`config.mk`:
```
export PLATFORM = sky130hd
export DESIGN_NAME = vga_buffer_scanout
export DESIGN_NICKNAME = d
export VERILOG_FILES = /design/src/rtl/vga_buffer_scanout.sv
export SDC_FILE = /design/constraint.sdc
export NUM_CORES = 1
export LEC_CHECK = 0
export ABC_AREA = 1
export CORE_ASPECT_RATIO = 0.75
export CORE_MARGIN = 4
export CORE_UTILIZATION = 35
export DETAILED_ROUTE_END_ITERATION = 8
export PLACE_DENSITY = 0.6
export SLEW_MARGIN = 0
export SYNTH_ARGS = -nofsm -noshare
export SYNTH_HDL_FRONTEND = slang
export SYNTH_SLANG_ARGS = --single-unit
```
`constraint.sdc`:
```
create_clock -name clk_vga -period 8.4 [get_ports clk_vga]
set_input_delay 2.52 -clock clk_vga [delete_from_list [all_inputs] [get_ports clk_vga]]
set_output_delay 2.52 -clock clk_vga [all_outputs]
set_load 0.01 [all_outputs]
```
`src/rtl/vga_buffer_scanout.sv`:
```
// 640x480@60 VGA scan-out of an 80x60 8-bit frame buffer, upscaled by SCALE and gated by frame_ready.
// Build option: define VGA_GRAYSCALE_EN to drive rd_data on red, green and blue (monochrome view).
module vga_buffer_scanout #(
  parameter int H_ACTIVE   = 640,
  parameter int H_FP       = 16,
  parameter int H_SYNC     = 96,
  parameter int H_BP       = 48,
  parameter int V_ACTIVE   = 480,
  parameter int V_FP       = 10,
  parameter int V_SYNC     = 2,
  parameter int V_BP       = 33,
  parameter int SRC_W      = 80,
  parameter int SRC_H      = 60,
  parameter int SCALE      = 8,
  parameter int ADDR_WIDTH = 13
) (
  input  logic                  clk_vga,
  input  logic                  rst,
  input  logic                  frame_ready,
  output logic                  rd_en_vga,
  output logic [ADDR_WIDTH-1:0] rd_addr,
  input  logic [7:0]            rd_data,
  output logic                  hsync,
  output logic                  vsync,
  output logic                  blank_n,
  output logic [7:0]            red,
  output logic [7:0]            green,
  output logic [7:0]            blue,
  output logic                  frame_start
);

  localparam int H_TOTAL = H_ACTIVE + H_FP + H_SYNC + H_BP;
  localparam int V_TOTAL = V_ACTIVE + V_FP + V_SYNC + V_BP;
  localparam int HW      = $clog2(H_TOTAL);
  localparam int VW      = $clog2(V_TOTAL);
  localparam int SW      = (SCALE > 1) ? $clog2(SCALE) : 1;
  localparam int CW      = (SRC_W > 1) ? $clog2(SRC_W) : 1;

  if (H_ACTIVE != SRC_W * SCALE || V_ACTIVE != SRC_H * SCALE ||
      SRC_W * SRC_H > 2 ** ADDR_WIDTH) begin : g_bad_cfg
    $error("vga_buffer_scanout: inconsistent geometry parameters");
  end

  typedef enum logic [1:0] {WAIT_READY, ARMED, SCAN} state_t;

  state_t                state, state_nxt;
  logic [HW-1:0]         hcnt, h_nxt;
  logic [VW-1:0]         vcnt, v_nxt;
  logic                  h_last, v_last, frame_end, visible;
  logic                  rdy_meta, rdy_s;
  logic [SW-1:0]         px_sub, ln_sub;
  logic [CW-1:0]         col;
  logic [ADDR_WIDTH-1:0] line_base, addr_hold;
  logic                  hs1, vs1, vis1, en1;
  logic [7:0]            pix_r, pix_g, pix_b;

  assign h_last    = (hcnt == HW'(H_TOTAL - 1));
  assign v_last    = (vcnt == VW'(V_TOTAL - 1));
  assign frame_end = h_last && v_last;
  assign h_nxt     = h_last ? '0 : hcnt + 1'b1;
  assign v_nxt     = h_last ? (v_last ? '0 : vcnt + 1'b1) : vcnt;
  assign visible   = (hcnt < HW'(H_ACTIVE)) && (vcnt < VW'(V_ACTIVE));

  // NOTE: sequential state is updated with <= so every flop samples pre-edge values.
  always_ff @(posedge clk_vga or posedge rst) begin
    if (rst) begin
      hcnt     <= '0;
      vcnt     <= '0;
      rdy_meta <= 1'b0;
      rdy_s    <= 1'b0;
      state    <= WAIT_READY;
    end else begin
      hcnt     <= h_nxt;
      vcnt     <= v_nxt;
      rdy_meta <= frame_ready;
      rdy_s    <= rdy_meta;
      state    <= state_nxt;
    end
  end

  // Transitions fire on the edge that enters hcnt=0,vcnt=0, so SCAN owns the whole frame.
  // NOTE: defaulting state_nxt first keeps this block free of inferred latches.
  always_comb begin
    state_nxt = state;
    case (state)
      WAIT_READY: if (rdy_s) state_nxt = ARMED;
      ARMED:      if (frame_end) state_nxt = SCAN;
      SCAN:       if (frame_end && !rdy_s) state_nxt = WAIT_READY;
      default:    state_nxt = WAIT_READY;
    endcase
  end

  // Column and line-base trackers step towards the position the counters move to next.
  always_ff @(posedge clk_vga or posedge rst) begin
    if (rst) begin
      px_sub    <= '0;
      col       <= '0;
      ln_sub    <= '0;
      line_base <= '0;
    end else begin
      if (h_nxt == '0) begin
        px_sub <= '0;
        col    <= '0;
      end else if (h_nxt < HW'(H_ACTIVE)) begin
        if (px_sub == SW'(SCALE - 1)) begin
          px_sub <= '0;
          col    <= col + 1'b1;
        end else begin
          px_sub <= px_sub + 1'b1;
        end
      end
      if (frame_end) begin
        ln_sub    <= '0;
        line_base <= '0;
      end else if (h_last && (v_nxt < VW'(V_ACTIVE))) begin
        if (ln_sub == SW'(SCALE - 1)) begin
          ln_sub    <= '0;
          line_base <= line_base + ADDR_WIDTH'(SRC_W);
        end else begin
          ln_sub <= ln_sub + 1'b1;
        end
      end
    end
  end

  assign rd_en_vga = (state == SCAN) && visible;
  assign rd_addr   = rd_en_vga ? line_base + ADDR_WIDTH'(col) : addr_hold;

  // Counters already rest at 0,0 during reset; the pulse is held off until release.
  assign frame_start = !rst && (hcnt == '0) && (vcnt == '0);

`ifdef VGA_GRAYSCALE_EN
  assign pix_r = rd_data;
  assign pix_g = rd_data;
  assign pix_b = rd_data;
`else
  assign pix_r = {rd_data[7:3], rd_data[7:5]};
  assign pix_g = {rd_data[2:0], rd_data[2:0], rd_data[2:1]};
  assign pix_b = 8'h00;
`endif

  // Sync/blank ride two stages so they line up with RGB built from the RAM's registered output.
  always_ff @(posedge clk_vga or posedge rst) begin
    if (rst) begin
      addr_hold <= '0;
      hs1       <= 1'b1;
      vs1       <= 1'b1;
      vis1      <= 1'b0;
      en1       <= 1'b0;
      hsync     <= 1'b1;
      vsync     <= 1'b1;
      blank_n   <= 1'b0;
      red       <= 8'h00;
      green     <= 8'h00;
      blue      <= 8'h00;
    end else begin
      addr_hold <= rd_addr;
      hs1       <= !((hcnt >= HW'(H_ACTIVE + H_FP)) && (hcnt < HW'(H_ACTIVE + H_FP + H_SYNC)));
      vs1       <= !((vcnt >= VW'(V_ACTIVE + V_FP)) && (vcnt < VW'(V_ACTIVE + V_FP + V_SYNC)));
      vis1      <= visible;
      en1       <= rd_en_vga;
      hsync     <= hs1;
      vsync     <= vs1;
      blank_n   <= vis1;
      red       <= en1 ? pix_r : 8'h00;
      green     <= en1 ? pix_g : 8'h00;
      blue      <= en1 ? pix_b : 8'h00;
    end
  end

endmodule

```
Yosys cells after proc, flatten, opt, wreduce, memory -nomap -nowiden --
Index checks and enable logic that the tools add are counted.
Word-level totals: bits of input ports 11, register bits after elaboration 86, output and inout bits 42
Cells by class: $add $sub $neg 7, mux-type cells 22, equal/unequal tests 9, reductions and logical operators 24, magnitude comparators 8
Operators with widths (count):
- 2-to-1 mux 13 bit | 4
- zero test 10 bit | 3
- < comparator 10 bit (second input constant) | 3
- < comparator 10 x 9 -> 1 bit (second input constant) | 3
- 2-to-1 mux 10 bit | 3
- 2-to-1 mux 7 bit | 3
- adder 10 x 1 -> 10 bit (second input constant) | 2
- == test 10 bit (second input constant) | 2
- 2-to-1 mux 3 bit | 6
- 2-to-1 mux 8 bit | 2
- adder 13 x 7 -> 13 bit | 1
- adder 13 x 7 -> 13 bit (second input constant) | 1
- >= comparator 10 bit (second input constant) | 1
- >= comparator 10 x 9 -> 1 bit (second input constant) | 1
- logical AND 1 bit | 9
- nonzero test 2 bit | 4
- adder 7 x 1 -> 7 bit (second input constant) | 1
- adder 3 x 1 -> 3 bit (second input constant) | 2
- == test 3 bit (second input constant) | 2
- 2-to-1 mux 2 bit | 3
- inequality test 2 bit (second input constant) | 3
- one-hot mux 2 bit (3 select lines) | 1
- zero test 1 bit | 4
- AND reduction 2 bit | 2
- other kinds (4) | 4

Longest topological paths before layout --
word-level depth 7, mapped depth 15, gate-level depth less buffers 15

Worst setup path after synthesis --
No wires, ideal clock.
path kind in2out, start point input port rst, end point output port frame_start, path slack 1.166 ns, required time 5.880 ns, data arrival time 4.714 ns, stages 3, cell sequence inv_1 nand4_1 nor4_1
Between the ends: longest elaborated chain between the ends 3
RTL lines:
- start, declared | line 18 | input logic rst,
- zero test 1 bit (no line)
- logical AND 1 bit (2 in series) | line 130 | assign frame_start = !rst && (hcnt == '0) && (vcnt == '0);
- end, declared | line 29 | output logic frame_start
Every way passes these cells.

Worst setup path after layout --
Same ends and word-level chain as after synthesis.

==> results.ini <==
[synthesis]
synth_area_um2 = 4100
yosysTopAreaCellShare = 0.427
ys_seq_area_frac = 0.453
yosysUniqueCellTypes = 41
yosys.area.top_type = dfrtp_1
netlist_instances = 493
ys.flop_type = dfrtp_1
ys.warnings.count = 0
synth_area_leaders = dfrtp_1 43%, nand2_1 12%, inv_1 6.7%
synth-async-reset-ratio = 1.00
synth_common_cells = 127 x nand2_1, 73 x inv_1, 70 x dfrtp_1
syn_avg_cell_area_um2 = 8.32
yosysMostFrequentCell = nand2_1
synth_enable_flop_cells = 0
synth-seq-cells = 74

[global_route]
grt_pass1_vias = 3112
grt_pass1_wl_mm = 14.8
grt_util_all_layers = 0.134
gr-total-overflow = 0
grt_max_degree = 75
grt_antenna_before_repair = 0

[cts]
ctsResizeCount = 0
clockBufferDepth = 2
h-tree-depth = 3
cts_tree = yes
cts_buffers = 9
clkLatencyLatePin_ns = 0.33
cts.clk_slew.worst_paths_ns = 0.06
cts-hold-fix-buffers = 0
cts_setup_buffers = 0
clockRootBuffer = clkbuf_16
numClockSinks = 74

[placed_design]
dp.cells = 680
port_buffers = 44
gp_congestion = 0.916
hpwl_mm = 6.15

[critical_path]
crit_chain = clkdlybuf4s50_1, inv_2, nand4_1, nor4_1, clkdlybuf4s50_1
worst_ep_required_time_ns = 5.88
slowest_stage = clkdlybuf4s50_1
crit_end = frame_start
r2r-start = hcnt[7]$_DFF_PP0_
crit_path_end_kind = output port
cp-start-kind = input pin
criticalPathCategory = input pin to output port
startpoint = rst
worstPathMaxFanout = 2
r2r-end = addr_hold[12]$_DFF_PP0_
max_stage_delay_ns = 0.60
worstPathArrival_ns = 4.01
crit_top_cell = clkdlybuf4s50_1
rrSetupSlack_ns = 6.16
r2r_cells = 7

[timing]
setup_viol = 0
hold_violations = 0
min_period_ns = 6.53
slew_headroom = 0.361
max_freq_mhz = 153
fin_crit_sh = 0.777
rsz0062_at_grt = false
setup-tns-final_ns = 0
slew_viol_final = 0
skew_ns = 0.00575
tightest_slew_ns = 0.959

[final_layout]
nNetsFinal = 559
regArea_um2 = 1860
multi_input_area_um2 = 1820
n_fill_cell = 1119
drive_gt1_frac = 0.117
syn_to_final_growth_pct = 20.5
final_util = 0.442
num_antenna_cells = 0
final_cell_count_no_fill = 696

[die]
row_count = 33
io_pins = 53
die-area_um2 = 13500
die_h_um = 102
coreArea_um2 = 11200
initial_utilization = 0.367
die_w_um = 133

[run]
cap_violations = 0

[routing]
drtPass1Iterations = 5
wire_per_inst_um = 12.2
drtIter0Drc = 135
via_per_inst = 4.64
drtAntennaViolNets = 0
wirelength_mm = 8.48
drcViolationCount = 0
dr_total_vias = 3227

[outcome]
run_status = complete, no violations

[worst_hold_path]
holdCritPathClass = flop to flop

[pwr]
power_density_nw_per_um2 = 163
power_mw = 0.807
ir_drop_uv = 154
cellLeakagePower_nw = 2.58

worst min-delay path by stage:
stage          cells past startpoint                 to      startpoint  slack, ns
2_1_floorplan                      0  blank_n$_DFF_PP0_  vis1$_DFF_PP0_       0.33
3_3_place_gp                       0  blank_n$_DFF_PP0_  vis1$_DFF_PP0_       0.34
3_5_place_dp                       0  blank_n$_DFF_PP0_  vis1$_DFF_PP0_       0.34
4_1_cts                            0  blank_n$_DFF_PP0_  vis1$_DFF_PP0_       0.35
5_1_grt                            0  blank_n$_DFF_PP0_  vis1$_DFF_PP0_       0.36
6_report                           0  blank_n$_DFF_PP0_  vis1$_DFF_PP0_       0.35
power breakdown:
part / internal (mW) / switching, mW
clock: 0.290 / 0.146
sequential: 0.357 / 0.000246
combinational: 0.00437 / 0.00947
area by class of cell:
class,count,share of cell area
clock buffers,11,0.0471
clock inverters,5,0.0208
inverters,77,0.0585
multi-input cells,327,0.368
flip-flops and latches,74,0.376
well taps,157,0.0397
repair buffers,45,0.0906
per-stage QoR:
step                hold WS (ns)  cell area (µm²)  worst slack [ns]
finish                     0.353             4940              1.87
global route               0.360             4940              1.79
CTS                        0.355             4940              1.82
detailed placement         0.342             4610              1.82
global placement           0.341             4610              1.84
floorplan                  0.331             4130              1.17
worst max-delay path: cells and delay by family:
family | cells | cell delay, ns
buffers and inverters | 3 | 1.10
and+or+nand+nor | 2 | 0.39
per-layer routing:
| metal | global-route usage | wire (µm) | part of all wire | up-vias |
|---|---|---|---|---|
| met5 | 0 | 0 | 0 | - |
| met4 | 0.0423 | 89 | 0.011 | 0 |
| met3 | 0.0377 | 539 | 0.064 | 12 |
| met2 | 0.204 | 3700 | 0.44 | 79 |
| met1 | 0.185 | 4150 | 0.49 | 1507 |
| li1 | - | - | - | 1629 |
registers in the layout, summed over array words and instances, names as in the netlist, 2 cells and up:
| register | flops |
|---|---|
| red | 5 |
| line_base | 9 |
| col | 7 |
| hcnt | 10 |
| vcnt | 10 |
| px_sub | 3 |
| ln_sub | 3 |
| state | 2 |
| addr_hold | 13 |
| green | 3 |
kinds of logic after synthesis:
logic type | count (synthesis) | share of synthesized area
AO/OA/AOI/OAI | 45 | 0.0701
adder cells (fa/ha/maj) | 14 | 0.0427
XOR/XNOR | 10 | 0.0213
AND/OR/NAND/NOR | 250 | 0.301
flip-flops | 74 | 0.453
other | 1 | 0.000914
buffers and inverters | 99 | 0.111
layout by cell type (no fill, tap or decap), types with 2 or more instances in the layout:
| cell | Yosys | routed |
|---|---|---|
| nand2_1 | 127 | 127 |
| inv_1 | 73 | 72 |
| dfrtp_1 | 70 | 70 |
| clkdlybuf4s50_1 | 0 | 44 |
| nor2_1 | 32 | 32 |
| nand3_1 | 29 | 29 |
| nand4_1 | 21 | 21 |
| o21ai_0 | 21 | 21 |
| ha_1 | 14 | 14 |
| clkbuf_16 | 0 | 9 |
| o21ai_2 | 8 | 8 |
| conb_1 | 1 | 8 |
| xor2_1 | 7 | 7 |
| nand2_2 | 6 | 6 |
| inv_2 | 4 | 5 |
| nor4_1 | 5 | 5 |
| a21oi_1 | 5 | 5 |
| o31ai_1 | 5 | 5 |
| nor2_2 | 4 | 4 |
| nand2_4 | 4 | 4 |
| nand3_2 | 4 | 4 |
| nor2_4 | 4 | 4 |
| dfstp_2 | 4 | 4 |
| or2_2 | 3 | 3 |
| xnor2_1 | 3 | 3 |
| bufinv_16 | 0 | 3 |
| nor2_8 | 2 | 2 |
| nor3_1 | 2 | 2 |
| o21ai_1 | 2 | 2 |
| clkbuf_1 | 4 | 2 |
(Power assumes the default switching activity.)
